File: src/rtl/upg_loader_pkg.sv
// upg_pkg: shared state encoding and constants for the UART program loader.
// Checksum-related codes are used only when UPG_LOADER_CHECKSUM_EN is defined.
package upg_pkg;

   typedef enum logic [3:0] {
      S_IDLE,
      S_HDR_TGT,
      S_HDR_CNT0,
      S_HDR_CNT1,
      S_DATA,
      S_WRITE,
      S_CHK,
      S_DONE,
      S_ERR
   } upg_state_t;

   localparam logic [1:0] ERR_NONE = 2'd0;
   localparam logic [1:0] ERR_TGT  = 2'd1;
   localparam logic [1:0] ERR_CNT  = 2'd2;
   localparam logic [1:0] ERR_TMO  = 2'd3;
   // A bad checksum shares the top error code with timeout.
   localparam logic [1:0] ERR_CHK  = 2'd3;

   localparam logic TGT_INSTR = 1'b0;
   localparam logic TGT_DATA  = 1'b1;

endpackage

File: src/rtl/upg_timeout.sv
// upg_timeout: idle-gap down-counter; reloads on clear, flags expiry at zero.
// Expiry is asserted CYCLES cycles after the last clear.
module upg_timeout #(
   parameter int CYCLES = 1000000
) (
   input  logic clk,
   input  logic rst_n,
   input  logic i_clr,
   output logic o_expire
);

   localparam int W = (CYCLES > 1) ? $clog2(CYCLES) : 1;
   localparam logic [W-1:0] LOAD = W'(CYCLES - 1);

   logic [W-1:0] r_cnt;

   always_ff @(posedge clk or negedge rst_n) begin
      if (!rst_n) begin
         r_cnt <= LOAD;
      end else if (i_clr) begin
         r_cnt <= LOAD;
      end else if (r_cnt != '0) begin
         r_cnt <= r_cnt - W'(1);
      end
   end

   assign o_expire = (r_cnt == '0);

endmodule

File: src/rtl/upg_loader.sv
// upg_loader: UART frame sequencer for instruction/data memory download.
// Define UPG_LOADER_CHECKSUM_EN to require a trailing two's-complement checksum byte.
module upg_loader
   import upg_pkg::*;
#(
   parameter int ADDR_W         = 14,
   parameter int MAX_WORDS      = 16384,
   parameter int TIMEOUT_CYCLES = 1000000
) (
   input  logic            clk,
   input  logic            rst,
   input  logic            start_i,
   input  logic            rx_valid_i,
   input  logic [7:0]      rx_byte_i,
   output logic            upg_wen_o,
   output logic [ADDR_W:0] upg_adr_o,
   output logic [31:0]     upg_dat_o,
   output logic            upg_done_o,
   output logic            cpu_hold_o,
   output logic            busy_o,
   output logic [1:0]      err_o
);

`ifdef UPG_LOADER_CHECKSUM_EN
   localparam upg_state_t S_END = S_CHK;
`else
   localparam upg_state_t S_END = S_DONE;
`endif

   upg_state_t r_state;
   upg_state_t w_next;

   logic              r_tgt;
   logic [ADDR_W-1:0] r_idx;
   logic [1:0]        r_lane;
   logic [7:0]        r_cnt_lo;
   logic [15:0]       r_cnt;
   logic [31:0]       r_dat;
   logic [1:0]        r_err;

   logic        w_set_err;
   logic [1:0]  w_err_code;
   logic        w_start;
   logic        w_rx_state;
   logic        w_last;
   logic        w_expire;
   logic        w_tmo_clr;
   logic        w_tgt_ok;
   logic [16:0] w_cnt_full;

   assign w_cnt_full = {1'b0, rx_byte_i, r_cnt_lo};
   assign w_last     = (17'(r_idx) + 17'd1) == {1'b0, r_cnt};
   assign w_tgt_ok   = (rx_byte_i == {7'd0, TGT_INSTR}) ||
                       (rx_byte_i == {7'd0, TGT_DATA});
   assign w_start    = start_i &&
                       ((r_state == S_IDLE) || (r_state == S_ERR));
   assign w_rx_state = r_state inside
                       {S_HDR_TGT, S_HDR_CNT0, S_HDR_CNT1, S_DATA, S_CHK};

`ifdef UPG_LOADER_CHECKSUM_EN
   logic [7:0] r_sum;
   logic [7:0] w_sum_chk;
   logic       w_sum_add;
   assign w_sum_chk = r_sum + rx_byte_i;
   assign w_sum_add = rx_valid_i && ((r_state inside
                      {S_HDR_TGT, S_HDR_CNT0, S_HDR_CNT1, S_DATA}) ||
                      ((r_state == S_WRITE) && !w_last));
`endif

   always_ff @(posedge clk or negedge rst) begin
      if (!rst) r_state <= S_IDLE;
      else      r_state <= w_next;
   end

   always_comb begin
      w_next     = r_state;
      w_set_err  = 1'b0;
      w_err_code = ERR_NONE;
      unique case (r_state)
         S_IDLE: if (start_i) w_next = S_HDR_TGT;
         S_HDR_TGT: if (rx_valid_i) begin
            if (w_tgt_ok) begin
               w_next = S_HDR_CNT0;
            end else begin
               w_next     = S_ERR;
               w_set_err  = 1'b1;
               w_err_code = ERR_TGT;
            end
         end
         S_HDR_CNT0: if (rx_valid_i) w_next = S_HDR_CNT1;
         S_HDR_CNT1: if (rx_valid_i) begin
            if (w_cnt_full > 17'(MAX_WORDS)) begin
               w_next     = S_ERR;
               w_set_err  = 1'b1;
               w_err_code = ERR_CNT;
            end else if (w_cnt_full == '0) begin
               w_next = S_END;
            end else begin
               w_next = S_DATA;
            end
         end
         S_DATA: if (rx_valid_i && (r_lane == 2'd3)) w_next = S_WRITE;
         S_WRITE: w_next = w_last ? S_END : S_DATA;
`ifdef UPG_LOADER_CHECKSUM_EN
         S_CHK: if (rx_valid_i) begin
            if (w_sum_chk == 8'h00) begin
               w_next = S_DONE;
            end else begin
               w_next     = S_ERR;
               w_set_err  = 1'b1;
               w_err_code = ERR_CHK;
            end
         end
`endif
         S_DONE: w_next = S_IDLE;
         S_ERR: if (start_i) w_next = S_HDR_TGT;
         default: w_next = S_IDLE;
      endcase
      // A silent line inside a frame aborts the download.
      if (w_rx_state && !rx_valid_i && w_expire) begin
         w_next     = S_ERR;
         w_set_err  = 1'b1;
         w_err_code = ERR_TMO;
      end
   end

   assign w_tmo_clr = rx_valid_i || (w_next != r_state);

   upg_timeout #(
      .CYCLES (TIMEOUT_CYCLES)
   ) u_tmo (
      .clk      (clk),
      .rst_n    (rst),
      .i_clr    (w_tmo_clr),
      .o_expire (w_expire)
   );

   always_ff @(posedge clk or negedge rst) begin
      if (!rst) begin
         r_tgt    <= TGT_INSTR;
         r_idx    <= '0;
         r_lane   <= 2'd0;
         r_cnt_lo <= 8'd0;
         r_cnt    <= 16'd0;
         r_dat    <= 32'd0;
         r_err    <= ERR_NONE;
      end else begin
         if (w_set_err)    r_err <= w_err_code;
         else if (w_start) r_err <= ERR_NONE;
         if (w_start) begin
            r_idx  <= '0;
            r_lane <= 2'd0;
         end
         if (r_state == S_WRITE) r_idx <= r_idx + 1'b1;
         if (rx_valid_i) begin
            unique case (r_state)
               S_HDR_TGT:  if (w_tgt_ok) r_tgt <= rx_byte_i[0];
               S_HDR_CNT0: r_cnt_lo <= rx_byte_i;
               S_HDR_CNT1: begin
                  r_cnt  <= w_cnt_full[15:0];
                  r_lane <= 2'd0;
               end
               S_DATA: begin
                  r_dat[{r_lane, 3'b000} +: 8] <= rx_byte_i;
                  r_lane <= r_lane + 2'd1;
               end
               // Byte overlapping the write opens the next word.
               S_WRITE: if (!w_last) begin
                  r_dat[7:0] <= rx_byte_i;
                  r_lane     <= 2'd1;
               end
               default: ;
            endcase
         end
      end
   end

`ifdef UPG_LOADER_CHECKSUM_EN
   always_ff @(posedge clk or negedge rst) begin
      if (!rst)           r_sum <= 8'd0;
      else if (w_start)   r_sum <= 8'd0;
      else if (w_sum_add) r_sum <= w_sum_chk;
   end
`endif

   assign upg_wen_o  = (r_state == S_WRITE);
   assign upg_adr_o  = {r_tgt, r_idx};
   assign upg_dat_o  = r_dat;
   assign upg_done_o = (r_state == S_IDLE);
   assign cpu_hold_o = (r_state != S_IDLE);
   assign busy_o     = (r_state != S_IDLE);
   assign err_o      = r_err;

endmodule

File: config.mk
export PLATFORM = sky130hd
export DESIGN_NAME = upg_loader
export DESIGN_NICKNAME = d
export VERILOG_FILES = /design/src/rtl/upg_loader_pkg.sv /design/src/rtl/upg_timeout.sv /design/src/rtl/upg_loader.sv
export SDC_FILE = /design/constraint.sdc
export NUM_CORES = 1
export LEC_CHECK = 0
export BUFFER_PORTS_ARGS = -buffer_cell sky130_fd_sc_hd__buf_2
export CELL_PAD_IN_SITES_DETAIL_PLACEMENT = 0
export CELL_PAD_IN_SITES_GLOBAL_PLACEMENT = 1
export CORE_ASPECT_RATIO = 0.7
export CORE_MARGIN = 4
export CORE_UTILIZATION = 39
export DETAILED_ROUTE_END_ITERATION = 8
export PLACE_DENSITY = 0.8
export SLEW_MARGIN = 25
export SYNTH_ARGS = -nofsm -noshare
export SYNTH_HDL_FRONTEND = slang
export SYNTH_SLANG_ARGS = --single-unit
File: constraint.sdc
create_clock -name clk -period 6.5 [get_ports clk]
set_input_delay 1.95 -clock clk [delete_from_list [all_inputs] [get_ports clk]]
set_output_delay 1.95 -clock clk [all_outputs]
set_load 0.01 [all_outputs]
Word-level counts from Yosys, hierarchy flattened
Index checks and enable logic that the tools add are counted.

word-level totals
  output and inout port bits = 53
  register bits after elaboration = 99

cells by class
  shift operators = 2
  magnitude comparators = 1
  equal/unequal tests = 12
  reductions and logical operators = 25
  multiplexer cells = 36
  add/sub/neg operators = 5

operators with widths
  operator                                                         count
  two-way mux 20 bit                                               2
  bitwise mux 32 bit                                               1
  two-way mux 4 bit                                                8
  variable shift 8 x 7 -> 32 bit, first input constant             1
  variable part select 8 x 7 -> 32 bit                             1
  two-way mux 14 bit                                               2
  case mux 4 bit (6 select lines)                                  1
  logical NOT 20 bit                                               1
  two-way mux 2 bit                                                10
  nonzero test 20 bit                                              1
  subtractor 20 x 1 -> 20 bit, second input constant               1
  logical NOT 17 bit                                               1
  equality test 15 x 16 -> 1 bit                                   1
  greater-than comparator 16 x 15 -> 1 bit, second input constant  1
  case mux 8 bit (2 select lines)                                  1
  adder 14 x 1 -> 15 bit, second input constant                    1
  adder 14 x 1 -> 14 bit, second input constant                    1
  equality test 4 x 3 -> 1 bit, second input constant              3
  equality test 4 x 2 -> 1 bit, second input constant              2
  equality test 8 x 1 -> 1 bit, second input constant              1
  logical NOT 8 bit                                                1
  two-way mux 8 bit                                                1
  nonzero test 2 bit                                               4
  two-way mux 1 bit                                                7
  other kinds (19)                                                 27

Logic depth before layout (Yosys ltp)
Gate-level depths: netlist of the first run.

  word-level depth = 9
  mapped depth = 10
  depth with buffers taken out = 9

Modules after synthesis
Synthesis of the first run repeated with hierarchy kept, for this count alone.

second synthesis, totals
  cells, all modules = 582
  area, all modules = 5,461.5 µm²

by module, submodules not included
  module       sequential area each (µm²)  area an instance (µm²)  instances  cells each
  upg_loader   1,976.9                     4,316.6                 1          467
  upg_timeout  515.5                       1,144.8                 1          115

Worst setup path after synthesis of the first run
OpenSTA, ideal clock, no wires.

  kind = input to register
  from = input rx_byte_i[7]
  to = register u_tmo.r_cnt[14]
  stages = 8
  path slack = 2,680 ps
  required time = 6,418 ps
  setup time = 82 ps
  arrival = 3,738 ps
  path buffers = 1
  path through = buf_2 or4_4 or4_4 nand3_2 nand3_2 o21ai_2 nand2_2 a211o_1

between the ends
  cells in the longest elaborated chain, start to end = 9

ends and longest elaborated chain
  what                                                                                              RTL line           RTL
  start: declaration                                                                                upg_loader.sv:14   input logic [7:0] rx_byte_i,
  parallel branches: the longest is 4 deep, another holds greater-than comparator 16 x 15 -> 1 bit  --
  case mux 4 bit (6 select lines) (*)                                                               upg_loader.sv:79   unique case (r_state)
  two-way mux 4 bit (*)                                                                             upg_loader.sv:120  if (w_rx_state && !rx_valid_i && w_expire) begin
  inequality test 4 bit (*)                                                                         upg_loader.sv:127  assign w_tmo_clr = rx_valid_i || (w_next != r_state);
  logical OR 1 bit (*)                                                                              upg_loader.sv:127
  two-way mux 20 bit / nonzero test 2 bit (equally long branches)                                   --
  end signal: assignment                                                                            upg_timeout.sv:23  r_cnt <= r_cnt - W'(1);
  end: declaration                                                                                  upg_timeout.sv:15  logic [W-1:0] r_cnt;

Mark *: on every way between the ends.
A chain may end at the register's enable or synchronous reset.

Final worst setup path of the first run
  from = register r_state[1]
  to = output upg_wen_o

between the ends
  cells in the longest elaborated chain, start to end = 1

ends and longest elaborated chain
  what                          RTL line           RTL
  start: declaration            upg_loader.sv:30   upg_state_t r_state;
  start signal: assignment      upg_loader.sv:72   else r_state <= w_next;
  equality test 4 x 3 -> 1 bit  upg_loader.sv:186  assign upg_wen_o = (r_state == S_WRITE);
  end: declaration              upg_loader.sv:15   output logic upg_wen_o,

No other way between the ends.

==> impl_table.tex, run 1 <==
\begin{tabular}{lr}
\hline
Metric & Value \\
\hline
\multicolumn{2}{l}{\textbf{Status}} \\
Result of the run & complete, no violations \\
\multicolumn{2}{l}{\textbf{STA}} \\
Slew Limit Headroom & 44.0\% \\
Post-Route Setup TNS & 0 ps \\
Worst setup skew after layout & roughly 6.3 ps \\
\# setup viols final & 0 \\
Number of slew-limit violations in the final report & 0 \\
RSZ-0062 raised after global routing & false \\
Crit share post-route & roughly two thirds \\
Fmax achieved & 224 MHz \\
Final period demand of the worst path & about 4500 ps \\
Measured slew at the worst slew-check pin & between 800 and 900 ps \\
Number of hold violations in the final report & 0 \\
PnR worst setup slack & $\sim$2000 ps \\
\multicolumn{2}{l}{\textbf{Clock network}} \\
Number of buffers on the longest clock path & 2 \\
Setup fix buffers added after clock tree synthesis & 0 \\
Resize count post-CTS & 0 \\
Clock tree from TritonCTS & built \\
Number of hold buffers added after CTS & 0 \\
Clock latency reported for the late side of the worst-skew pair & roughly 350 ps \\
CTS HTree Levels & 3 \\
Clock buffers created by TritonCTS & 9 \\
Clock root buffer master & clkbuf\_16 \\
Clock slew seen by the registers of the worst setup and hold paths & around 70 ps \\
Sinks on Clock Net & just under 100 \\
\multicolumn{2}{l}{\textbf{Drt}} \\
Initial DRT Pass Iterations & 5 \\
Final Routed Wirelength & approximately 13000 um \\
Post-detailed-route count of antenna-violating nets & 0 \\
Residual DRC & 0 \\
Drt first-iter violations & approximately 320 \\
Via count & 4228 \\
Per-cell via count in the routed design & 5.56 \\
Average routed wire per standard cell & 17.3 um \\
\multicolumn{2}{l}{\textbf{Yosys}} \\
Synthesized Nets & 560 \\
Number of flip-flops and latches in the synthesized netlist & 99 \\
Post-synth cell types & 59 \\
Dominant cell type by area after synthesis & dfrtp\_1 \\
Most numerous cell in the Yosys netlist & nand2\_1 \\
Top FF cell, synth & dfrtp\_1 \\
Number of synthesized flops with an enable pin & 0 \\
Largest cells by area after synthesis & dfrtp\_1 (42\%), nand2\_1 (6.4\%), dfstp\_2 (6.1\%), mux2\_2 (5.7\%), o21ai\_0 (5.4\%) \\
Cells after synthesis & $\sim$540 \\
Ranking of synthesized cells by instance count & nand2\_1 (89), dfrtp\_1 (87), o21ai\_0 (56), nor2\_1 (40), mux2\_2 (26) \\
Mean area per synthesized cell & around 9.6 um\^{}2 \\
Total standard cell area after synthesis & a little over 5000 um\^{}2 \\
Top cell type's share of synthesized area & 42.0\% \\
Async set or reset register ratio after synthesis & between 90\% and 100\% \\
Part of the Yosys area used for sequential elements & roughly half \\
Synthesis warning total & 0 \\
\multicolumn{2}{l}{\textbf{Place}} \\
Port bufs & between 60 and 70 \\
Worst-case setup slack after placement & approximately 2200 ps \\
Placer Congestion & between 0.8 and 0.9 \\
Total half-perimeter wirelength after legalization and detailed placement & 9640 um \\
\multicolumn{2}{l}{\textbf{GRT}} \\
Number of global-route vias before repair & about 4200 \\
Overall track demand over capacity in global routing & approximately 18\% \\
Global-route wire length before repair & between 20000 and 25000 um \\
Maximum number of pins on one net before global-route repair & 55 \\
Total congestion overflow & 0 \\
Number of antenna violations at the first check in global routing & 0 \\
\multicolumn{2}{l}{\textbf{Pwr}} \\
Maximum ir drop on the vdd rail & between 100 and 150 uV \\
Power per Cell Area & roughly 220 nW/um\^{}2 \\
Static Leakage & 2.55 nW \\
\multicolumn{2}{l}{\textbf{Critical path}} \\
Worst setup path endpoint & upg\_wen\_o \\
Cell with the largest stage delay on the worst path & or3\_1 \\
Worst reg2reg startpoint & r\_idx[0] \\
Critical path cell sequence & nand2b\_1 -> or3\_1 -> inv\_1 -> buf\_2 \\
Critical path class & flop to primary output \\
Kind of end point of the critical path & primary output \\
Critical Path Max Stage Delay & around 630 ps \\
Buffers \& Inverters on Critical Path & 2 \\
Critical path origin & r\_state[1] \\
Cell family with the largest share of critical-path delay & simple AND/OR/NAND/NOR gates \\
Required time of the worst setup path & about 4600 ps \\
Max Fanout on Critical Path & 20 \\
Cell count along the critical path & 4 \\
Nature of the critical path startpoint & flop \\
Worst-case reg-to-reg path depth & 8 \\
Reg-to-reg endpoint & upg\_dat\_o[1] \\
Reg-to-reg slack, setup & between 3000 and 4000 ps \\
Endpoint arrival time on the critical path & 2510 ps \\
\multicolumn{2}{l}{\textbf{Floorplanning}} \\
Initial Utilization & between 40\% and 50\% \\
Die width & 146 um \\
Die extent in y & about 100 um \\
Die area & 15200 um\^{}2 \\
Total number of placement rows & 34 \\
Number of placed I/O pins & 65 \\
Core region area & 12700 um\^{}2 \\
\multicolumn{2}{l}{\textbf{Final layout}} \\
Final-layout fill cell count & roughly 1200 \\
Area added between synthesis and finish & 13.2\% \\
Number of diodes & 0 \\
Layout net count & 611 \\
Layout cell share with drive strength beyond 1 & 22.9\% \\
\multicolumn{2}{l}{\textbf{Worst hold path}} \\
Min-Delay Path Class & flop to flop \\
\multicolumn{2}{l}{\textbf{Job}} \\
Max-cap violations & 0 \\
\hline
\end{tabular}
[flip-flops by register name (all words and copies together), names as in the netlist]
name / flops
u_tmo.r_cnt: 20
r_cnt: 16
err_o: 2
r_cnt_lo: 8
r_state: 4
r_idx: 14
r_tgt: 1
r_lane: 2
upg_dat_o: 32
[tightest hold or removal path: cells and delay by family (launching register included)]
kind / cells / cell delay, ps
simple gates: 1 / 40
compound gates: 1 / 60
flops: 1 / 340
[cells by family (layout without fill, tap and decap cells)]
kind of cell             Yosys count  after routing  share of synthesized area [%]
buffers and inverters             37             93                           3.40
multiplexers                      27             27                           5.84
AND/OR/NAND/NOR                  231            231                           22.5
adder cells (fa/ha/maj)            6              6                           1.45
AO/OA/AOI/OAI                    105            105                           12.4
flip-flops                        99             99                           48.1
XOR/XNOR                          37             37                           6.25
[how the worst min path moves through the flow]
stage | startpoint | slack [ps] | cells after the start | end
after floorplan | r_tgt | 480 | 1 | r_tgt
after CTS | upg_dat_o[18] | 480 | 2 | upg_dat_o[18]
final | upg_dat_o[23] | 480 | 2 | upg_dat_o[23]
after global placement | upg_dat_o[13] | 460 | 2 | upg_dat_o[13]
after detailed placement | upg_dat_o[18] | 470 | 2 | upg_dat_o[18]
after global routing | upg_dat_o[18] | 500 | 2 | upg_dat_o[18]
[through the flow]
step	power, W	cells	hold WS, ps	cell area, um^2	util (%)
floorplan	0.000762	542	481	5180	-
global placement	0.000814	744	457	5590	43.9
detailed placement	0.000815	744	466	5590	44.0
CTS	0.00132	760	482	5860	46.1
global route	0.00136	760	504	5870	46.1
finish	0.00131	760	477	5870	46.1
[report_power, final]
part / total, W / switching, W / internal [W]
Combinational: 0.000146 / 0.0000961 / 0.0000496
Sequential: 0.000658 / 0.0000236 / 0.000634
Clock: 0.000501 / 0.000241 / 0.000260
[layout make-up]
cell class              count  area [um^2]  area share, %
repair buffers             66          338           5.76
well taps                 162          203           3.46
clock buffers              10          229           3.90
clock inverters             6         40.0          0.683
inverters                  11         41.3          0.704
multi-input cells         406         2520           43.0
flip-flops and latches     99         2490           42.5
[routing by layer]
| metal | vias to the layer above | wire length [um] | GRT usage, % |
|---|---|---|---|
| met5 | - | 0 | 0 |
| li1 | 2010 | - | - |
| met2 | 144 | 5620 | 26.2 |
| met3 | 12 | 770 | 4.18 |
| met1 | 2062 | 6650 | 26.8 |
| met4 | 0 | 116 | 4.00 |
[layout by cell type (no fill, tap or decap), types with 4 or more instances in the layout]
cell type / n
nand4_1: 12
mux2_2: 26
a31oi_1: 4
nand2b_1: 4
a21oi_1: 12
buf_2: 63
xor2_1: 13
nor4_1: 7
a22o_1: 9
nor3_1: 16
nand2_1: 89
dfstp_2: 12
nand3_1: 21
inv_1: 11
nor2_1: 40
o21ai_0: 56
ha_1: 6
o31ai_1: 4
or3_1: 10
xnor2_1: 24
nor2b_1: 6
dfrtp_1: 87
clkbuf_16: 9
Note: power is estimated with default switching activity, not from simulation.
==> inputs of run 2 (changes only) <==
--- a/config.mk
+++ b/config.mk
@@ -5,6 +5,7 @@
 export SDC_FILE = /design/constraint.sdc
 export NUM_CORES = 1
 export LEC_CHECK = 0
+export ABC_AREA = 1
 export BUFFER_PORTS_ARGS = -buffer_cell sky130_fd_sc_hd__buf_2
 export CELL_PAD_IN_SITES_DETAIL_PLACEMENT = 0
 export CELL_PAD_IN_SITES_GLOBAL_PLACEMENT = 1
@@ -12,7 +13,7 @@
 export CORE_MARGIN = 4
 export CORE_UTILIZATION = 39
 export DETAILED_ROUTE_END_ITERATION = 8
-export PLACE_DENSITY = 0.8
+export PLACE_DENSITY = 0.85
 export SLEW_MARGIN = 25
 export SYNTH_ARGS = -nofsm -noshare
 export SYNTH_HDL_FRONTEND = slang
==> constraint.sdc (replaced) <==
create_clock -name clk -period 3.8 [get_ports clk]
set_input_delay 1.14 -clock clk [delete_from_list [all_inputs] [get_ports clk]]
set_output_delay 1.14 -clock clk [all_outputs]
set_load 0.01 [all_outputs]
==> impl_table.tex, run 2 <==
\begin{tabular}{lr}
\hline
Metric & Value \\
\hline
\multicolumn{2}{l}{\textbf{Status}} \\
Result of the run & complete, no violations \\
\multicolumn{2}{l}{\textbf{Yosys}} \\
Async set or reset register ratio after synthesis & between 90\% and 100\% \\
Dominant cell type by area after synthesis & dfrtp\_1 \\
Ranking of synthesized cells by instance count & nand2\_1 (189), inv\_1 (90), dfrtp\_1 (87), nor2\_1 (74), nand3\_1 (68) \\
Most numerous cell in the Yosys netlist & nand2\_1 \\
Number of synthesized flops with an enable pin & 0 \\
Number of flip-flops and latches in the synthesized netlist & 99 \\
Mean area per synthesized cell & $\sim$7.7 um\^{}2 \\
Top FF cell, synth & dfrtp\_1 \\
Post-synth cell types & 42 \\
Synthesis warning total & 0 \\
Synthesized Nets & between 700 and 800 \\
Cells after synthesis & $\sim$710 \\
Largest cells by area after synthesis & dfrtp\_1 (40\%), nand2\_1 (13\%), nand3\_1 (6.3\%), inv\_1 (6.2\%), dfstp\_2 (5.8\%) \\
Top cell type's share of synthesized area & roughly 40\% \\
Part of the Yosys area used for sequential elements & 45.8\% \\
Total standard cell area after synthesis & 5440 um\^{}2 \\
\multicolumn{2}{l}{\textbf{Worst hold path}} \\
Min-Delay Path Class & flop to flop \\
Critical hold path startpoint & upg\_dat\_o[30] \\
\multicolumn{2}{l}{\textbf{Critical path}} \\
Endpoint arrival time on the critical path & around 1900 ps \\
Critical path class & flop to primary output \\
Critical path origin & r\_state[3] \\
Buffers \& Inverters on Critical Path & 1 \\
Worst reg2reg startpoint & u\_tmo.r\_cnt[0] \\
Most common cell on crit path & nor2\_1 \\
Max Fanout on Critical Path & 6 \\
Nature of the critical path startpoint & flop \\
Required time of the worst setup path & around 2700 ps \\
Critical Path Max Stage Delay & 610 ps \\
Cell with the largest stage delay on the worst path & nor2\_1 \\
Critical path cell sequence & nor2\_1 -> nand2\_1 -> nor2\_1 -> buf\_2 \\
Cell family with the largest share of critical-path delay & simple AND/OR/NAND/NOR gates \\
Kind of end point of the critical path & primary output \\
\multicolumn{2}{l}{\textbf{STA}} \\
PnR worst setup slack & about 760 ps \\
Fmax achieved & between 300 and 400 MHz \\
Post-Route Setup TNS & 0 ps \\
RSZ-0062 raised after global routing & false \\
Worst setup skew after layout & roughly 9 ps \\
Slew Limit Headroom & a little over 40\% \\
\# setup viols final & 0 \\
Number of hold violations in the final report & 0 \\
Final Hold Slack & 489 ps \\
Measured slew at the worst slew-check pin & 888 ps \\
Number of slew-limit violations in the final report & 0 \\
Final period demand of the worst path & $\sim$3000 ps \\
Crit share post-route & roughly 80\% \\
\multicolumn{2}{l}{\textbf{Pwr}} \\
Pint & 0.00165 W \\
Logic pwr share & 12.8\% \\
Switching part of the total & slightly below 30\% \\
Relative contribution of sequential cells to total power & 48.2\% \\
Power per Cell Area & 373 nW/um\^{}2 \\
Maximum ir drop on the vdd rail & between 200 and 250 uV \\
Part of the power in the clock network & between 30\% and 40\% \\
Power spent charging and discharging nets & 0.000673 W \\
Static Leakage & around 3.2 nW \\
\multicolumn{2}{l}{\textbf{Floorplanning}} \\
Die area & between 15000 and 20000 um\^{}2 \\
Total number of placement rows & 35 \\
Core region area & 13400 um\^{}2 \\
Number of placed I/O pins & 65 \\
Die extent in y & about 110 um \\
Initial Utilization & between 40 and 50\% \\
Die width & $\sim$150 um \\
\multicolumn{2}{l}{\textbf{Final layout}} \\
Layout net count & between 700 and 800 \\
Number of diodes & 0 \\
Area added between synthesis and finish & 14.4\% \\
Final-layout fill cell count & between 1000 and 1500 \\
Most common cell after layout, fill and taps aside & nand2\_1 \\
Layout cell share with drive strength beyond 1 & 17.1\% \\
Leading cell types in the layout, fill and taps excluded & nand2\_1 (189), inv\_1 (90), dfrtp\_1 (87), nor2\_1 (74), nand3\_1 (68) \\
Largest register FFs & 32 \\
\multicolumn{2}{l}{\textbf{Clock network}} \\
Number of buffers on the longest clock path & 2 \\
Clock latency reported for the late side of the worst-skew pair & between 300 and 400 ps \\
Clock buffers created by TritonCTS & 9 \\
Clock root buffer master & clkbuf\_16 \\
Sinks on Clock Net & 99 \\
Number of hold buffers added after CTS & 0 \\
Setup fix buffers added after clock tree synthesis & 0 \\
Clock tree from TritonCTS & built \\
Clock slew seen by the registers of the worst setup and hold paths & roughly 70 ps \\
Resize count post-CTS & 0 \\
CTS HTree Levels & 3 \\
\multicolumn{2}{l}{\textbf{GRT}} \\
Total congestion overflow & 0 \\
Number of global-route vias before repair & about 4700 \\
Maximum number of pins on one net before global-route repair & 60 \\
Overall track demand over capacity in global routing & around 18\% \\
Number of antenna violations at the first check in global routing & 0 \\
Global-route wire length before repair & 23700 um \\
\multicolumn{2}{l}{\textbf{Drt}} \\
Initial DRT Pass Iterations & 5 \\
Residual DRC & 0 \\
Via count & $\sim$4900 \\
Drt first-iter violations & 429 \\
Per-cell via count in the routed design & just over 5 \\
Average routed wire per standard cell & around 15 um \\
Final Routed Wirelength & between 10000 and 15000 um \\
Post-detailed-route count of antenna-violating nets & 0 \\
\multicolumn{2}{l}{\textbf{Place}} \\
Placer Congestion & approximately 0.85 \\
Total half-perimeter wirelength after legalization and detailed placement & 10400 um \\
Worst-case setup slack after placement & 809 ps \\
Port bufs & 64 \\
\multicolumn{2}{l}{\textbf{Job}} \\
Max-cap violations & 0 \\
\hline
\end{tabular}
run 2: cell count changes after synthesis, moves of 7 or more:
cell	delta
nor3_1	-10
nor2_1	+34
nand3_1	+47
o21ai_1	+8
a22o_1	-9
a21oi_1	-7
nand2_1	+100
nand3_2	+8
or3_1	-10
inv_1	+79
mux2_2	-25
xnor2_1	-21
run 2: through the flow:
| step | instances | instance area (um^2) | utilization (%) | power (W) |
|---|---|---|---|---|
| final | 962 | 6220 | 46.5 | 0.00232 |
| after floorplan | 711 | 5440 | - | 0.00135 |
| after global routing | 962 | 6220 | 46.5 | 0.00243 |
| after detailed placement | 946 | 5930 | 44.3 | 0.00143 |
| after global placement | 946 | 5930 | 44.3 | 0.00143 |
| after CTS | 962 | 6220 | 46.5 | 0.00234 |
run 2: path summary, 6_finish.rpt:
| path | endpoint | cells after the start | slack, ps |
|---|---|---|---|
| min reg2reg | upg_dat_o[30] | 2 | 490 |
| max | upg_wen_o | 4 | 760 |
| max in group asynchronous | u_tmo.r_cnt[5] | 2 | 2140 |
| min in group asynchronous | r_idx[12] | 1 | 870 |
| max reg2reg | u_tmo.r_cnt[19] | 13 | 1020 |
| min | upg_dat_o[30] | 2 | 490 |
run 2: final cells by class:
type                       count  area (um^2)  area share, %
clock inverter                 6         53.8          0.864
sequential                    99         2490           40.0
multi-input combinational    502         2500           40.1
tap                          185          231           3.72
timing repair buffer          68          365           5.87
inverter                      92          345           5.55
clock buffer                  10          239           3.84
run 2: cell families (layout without fill, tap and decap cells):
logic type      count (synthesis)  count (layout)  synth area share [%]
xor+xnor                       14              14                  2.25
simple gates                  391             391                  33.1
flops                          99              99                  45.8
mux                             1               1                 0.207
compound gates                 90              90                  8.95
buf+inv                       110             176                  8.28
fa+ha+maj                       6               6                  1.38
run 2: power by group through the flow:
stage               Combinational (W)  Clock, W  Sequential, W
floorplan                    0.000216         0        0.00113
global route                 0.000341  0.000964        0.00112
finish                       0.000297  0.000904        0.00112
detailed placement           0.000297         0        0.00114
CTS                          0.000299  0.000924        0.00112
global placement             0.000290         0        0.00114
run 2: per-layer routing:
layer / track usage [%] / wire, um / vias to the layer above
met5: 0 / 0 / -
met4: 4.83 / 188 / 0
met3: 3.93 / 749 / 17
met2: 26.1 / 5850 / 125
met1: 28.5 / 7160 / 2338
li1: - / - / 2398
run 2: tightest hold or removal path, delay by kind of cell (launching register included):
kind,cells,cell delay (ps)
flip-flops,1,350
AO/OA/AOI/OAI,1,60
AND/OR/NAND/NOR,1,50
==> inputs of run 3 (changes only) <==
==> constraint.sdc (replaced) <==
create_clock -name clk -period 2.6 [get_ports clk]
set_input_delay 0.78 -clock clk [delete_from_list [all_inputs] [get_ports clk]]
set_output_delay 0.78 -clock clk [all_outputs]
set_load 0.01 [all_outputs]
==> impl_table.tex, run 3 (synthesized netlist as in run 2, its figures left out) <==
\begin{tabular}{lr}
\hline
Metric & Value \\
\hline
\multicolumn{2}{l}{\textbf{Place}} \\
Total half-perimeter wirelength after legalization and detailed placement & 10900 um \\
Placer Congestion & 0.858 \\
Port bufs & 64 \\
\multicolumn{2}{l}{\textbf{Clock network}} \\
Clock latency reported for the late side of the worst-skew pair & 350 ps \\
Clock root buffer master & clkbuf\_16 \\
Sinks on Clock Net & 99 \\
Number of buffers on the longest clock path & 2 \\
Number of hold buffers added after CTS & 0 \\
Clock slew seen by the registers of the worst setup and hold paths & 80 ps \\
Clock buffers created by TritonCTS & 9 \\
Clock tree from TritonCTS & built \\
CTS HTree Levels & 3 \\
\multicolumn{2}{l}{\textbf{GRT}} \\
Number of global-route vias before repair & 4818 \\
Overall track demand over capacity in global routing & a little under a fifth \\
Number of antenna violations at the first check in global routing & 0 \\
Global-route wire length before repair & roughly 25000 um \\
Maximum number of pins on one net before global-route repair & 45 \\
Total congestion overflow & 0 \\
\multicolumn{2}{l}{\textbf{STA}} \\
\# setup viols final & 0 \\
Crit share post-route & 90.9\% \\
Number of hold violations in the final report & 0 \\
Fmax achieved & roughly 420 MHz \\
Final period demand of the worst path & 2360 ps \\
Slew Limit Headroom & a little over 60\% \\
Measured slew at the worst slew-check pin & about 600 ps \\
Worst setup skew after layout & 12.4 ps \\
Number of slew-limit violations in the final report & 0 \\
\multicolumn{2}{l}{\textbf{Drt}} \\
Drt first-iter violations & around 420 \\
Final Routed Wirelength & about 15000 um \\
Average routed wire per standard cell & 14.8 um \\
Residual DRC & 0 \\
Post-detailed-route count of antenna-violating nets & 0 \\
Initial DRT Pass Iterations & 7 \\
Via count & 5013 \\
Per-cell via count in the routed design & 5.11 \\
\multicolumn{2}{l}{\textbf{Final layout}} \\
Core occupancy in the finished layout & between 40\% and 50\% \\
Area added between synthesis and finish & 18.2\% \\
Number of diodes & 0 \\
Layout cell share with drive strength beyond 1 & about a fifth \\
Largest register FFs & 32 \\
Most common cell after layout, fill and taps aside & nand2\_1 \\
Layout net count & 809 \\
Leading cell types in the layout, fill and taps excluded & nand2\_1 (189), inv\_1 (90), dfrtp\_1 (86), nor2\_1 (72), nand3\_1 (68) \\
\multicolumn{2}{l}{\textbf{Critical path}} \\
Endpoint arrival time on the critical path & approximately 2600 ps \\
Cell family with the largest share of critical-path delay & simple AND/OR/NAND/NOR gates \\
Critical path class & flop to flop \\
Most common cell on crit path & nand2\_1 \\
Required time of the worst setup path & 2830 ps \\
Kind of end point of the critical path & flop \\
Nature of the critical path startpoint & flop \\
Critical path cell sequence & buf\_4 -> inv\_1 -> nor2\_4 -> nand4\_1 -> nand2\_1 -> nand2\_1 -> nand2\_1 -> nand3\_1 -> nor2\_2 -> nand4\_2 -> nand2\_2 -> nand2\_1 -> nand2\_2 -> nand2\_4 -> nand2\_4 -> nor2\_1 \\
Critical Path Max Stage Delay & approximately 360 ps \\
Max Fanout on Critical Path & 8 \\
Buffers \& Inverters on Critical Path & 2 \\
Cell with the largest stage delay on the worst path & dfrtp\_1 \\
\multicolumn{2}{l}{\textbf{Pwr}} \\
Maximum ir drop on the vdd rail & about 320 uV \\
Power per Cell Area & 551 nW/um\^{}2 \\
Pint & 0.00253 W \\
Part of the power in the clock network & between 30\% and 40\% \\
Relative contribution of sequential cells to total power & 46.1\% \\
Switching part of the total & between 20\% and 30\% \\
Total power of the final layout & around 0.0035 W \\
Power spent charging and discharging nets & between 0.001 and 0.0015 W \\
Static Leakage & around 3.3 nW \\
Logic pwr share & around 14\% \\
\multicolumn{2}{l}{\textbf{Floorplanning}} \\
Die width & roughly 150 um \\
Die extent in y & about 110 um \\
Total number of placement rows & 35 \\
Initial Utilization & 40.6\% \\
Die area & about 16000 um\^{}2 \\
Number of placed I/O pins & 65 \\
Core region area & 13400 um\^{}2 \\
\multicolumn{2}{l}{\textbf{Worst hold path}} \\
Min-Delay Path Class & primary input to asynchronous set/reset pin \\
\multicolumn{2}{l}{\textbf{Status}} \\
Result of the run & complete, no violations \\
\multicolumn{2}{l}{\textbf{Job}} \\
Max-cap violations & 0 \\
\hline
\end{tabular}
-- run 3: what timing repair did --
action | in CTS | in global routing
gates resized for setup | 0 | 6
buffers inserted | 0 | 3
setup endpoints to repair | 0 | 26
-- run 3: per-layer routing --
layer	up-vias	part of all wire [%]	global-route usage (%)
li1	2444	-	-
met1	2380	51	29.1
met3	20	6.0	3.80
met5	-	0	0
met4	0	1.5	4.57
met2	169	41	27.8
-- run 3: worst paths after layout --
kind / start / end / slack (ps) / cells past startpoint
worst max register to register: r_idx[0] / u_tmo.r_cnt[7] / 240 / 16
min in group clk: upg_dat_o[28] / upg_dat_o[28] / 490 / 2
worst max-delay path: r_idx[0] / u_tmo.r_cnt[7] / 240 / 16
worst min-delay path: rst / r_cnt[9] / 420 / 1
worst min register to register: upg_dat_o[28] / upg_dat_o[28] / 490 / 2
max in group asynchronous: rst / u_tmo.r_cnt[19] / 1480 / 2
-- run 3: layout make-up --
type | count | area, um^2
clock inverter | 7 | 83.8
tap | 185 | 231
sequential | 99 | 2490
clock buffer | 9 | 225
inverter | 92 | 345
multi-input combinational | 502 | 2520
fill | 1341 | 6970
timing repair buffer | 87 | 533
-- run 3: stage by stage --
stage | std cells | hold WS [ps] | worst slack, ps | TNS, ps | cell area [um^2]
floorplan | 711 | 444 | 301 | 0 | 5440
global placement | 962 | 467 | 167 | 0 | 6060
detailed placement | 962 | 479 | 123 | 0 | 6060
CTS | 978 | 441 | 136 | 0 | 6370
global route | 981 | 461 | -1.33 | -1.71 | 6430
finish | 981 | 420 | 235 | 0 | 6430
-- run 3: power groups by stage --
stage	sequential (W)	combinational (W)	clock [W]
2_1_floorplan	0.00165	0.000315	0
5_1_grt	0.00164	0.000583	0.00148
6_report	0.00163	0.000513	0.00140
3_3_place_gp	0.00166	0.000457	0
3_5_place_dp	0.00166	0.000466	0
4_1_cts	0.00163	0.000470	0.00143
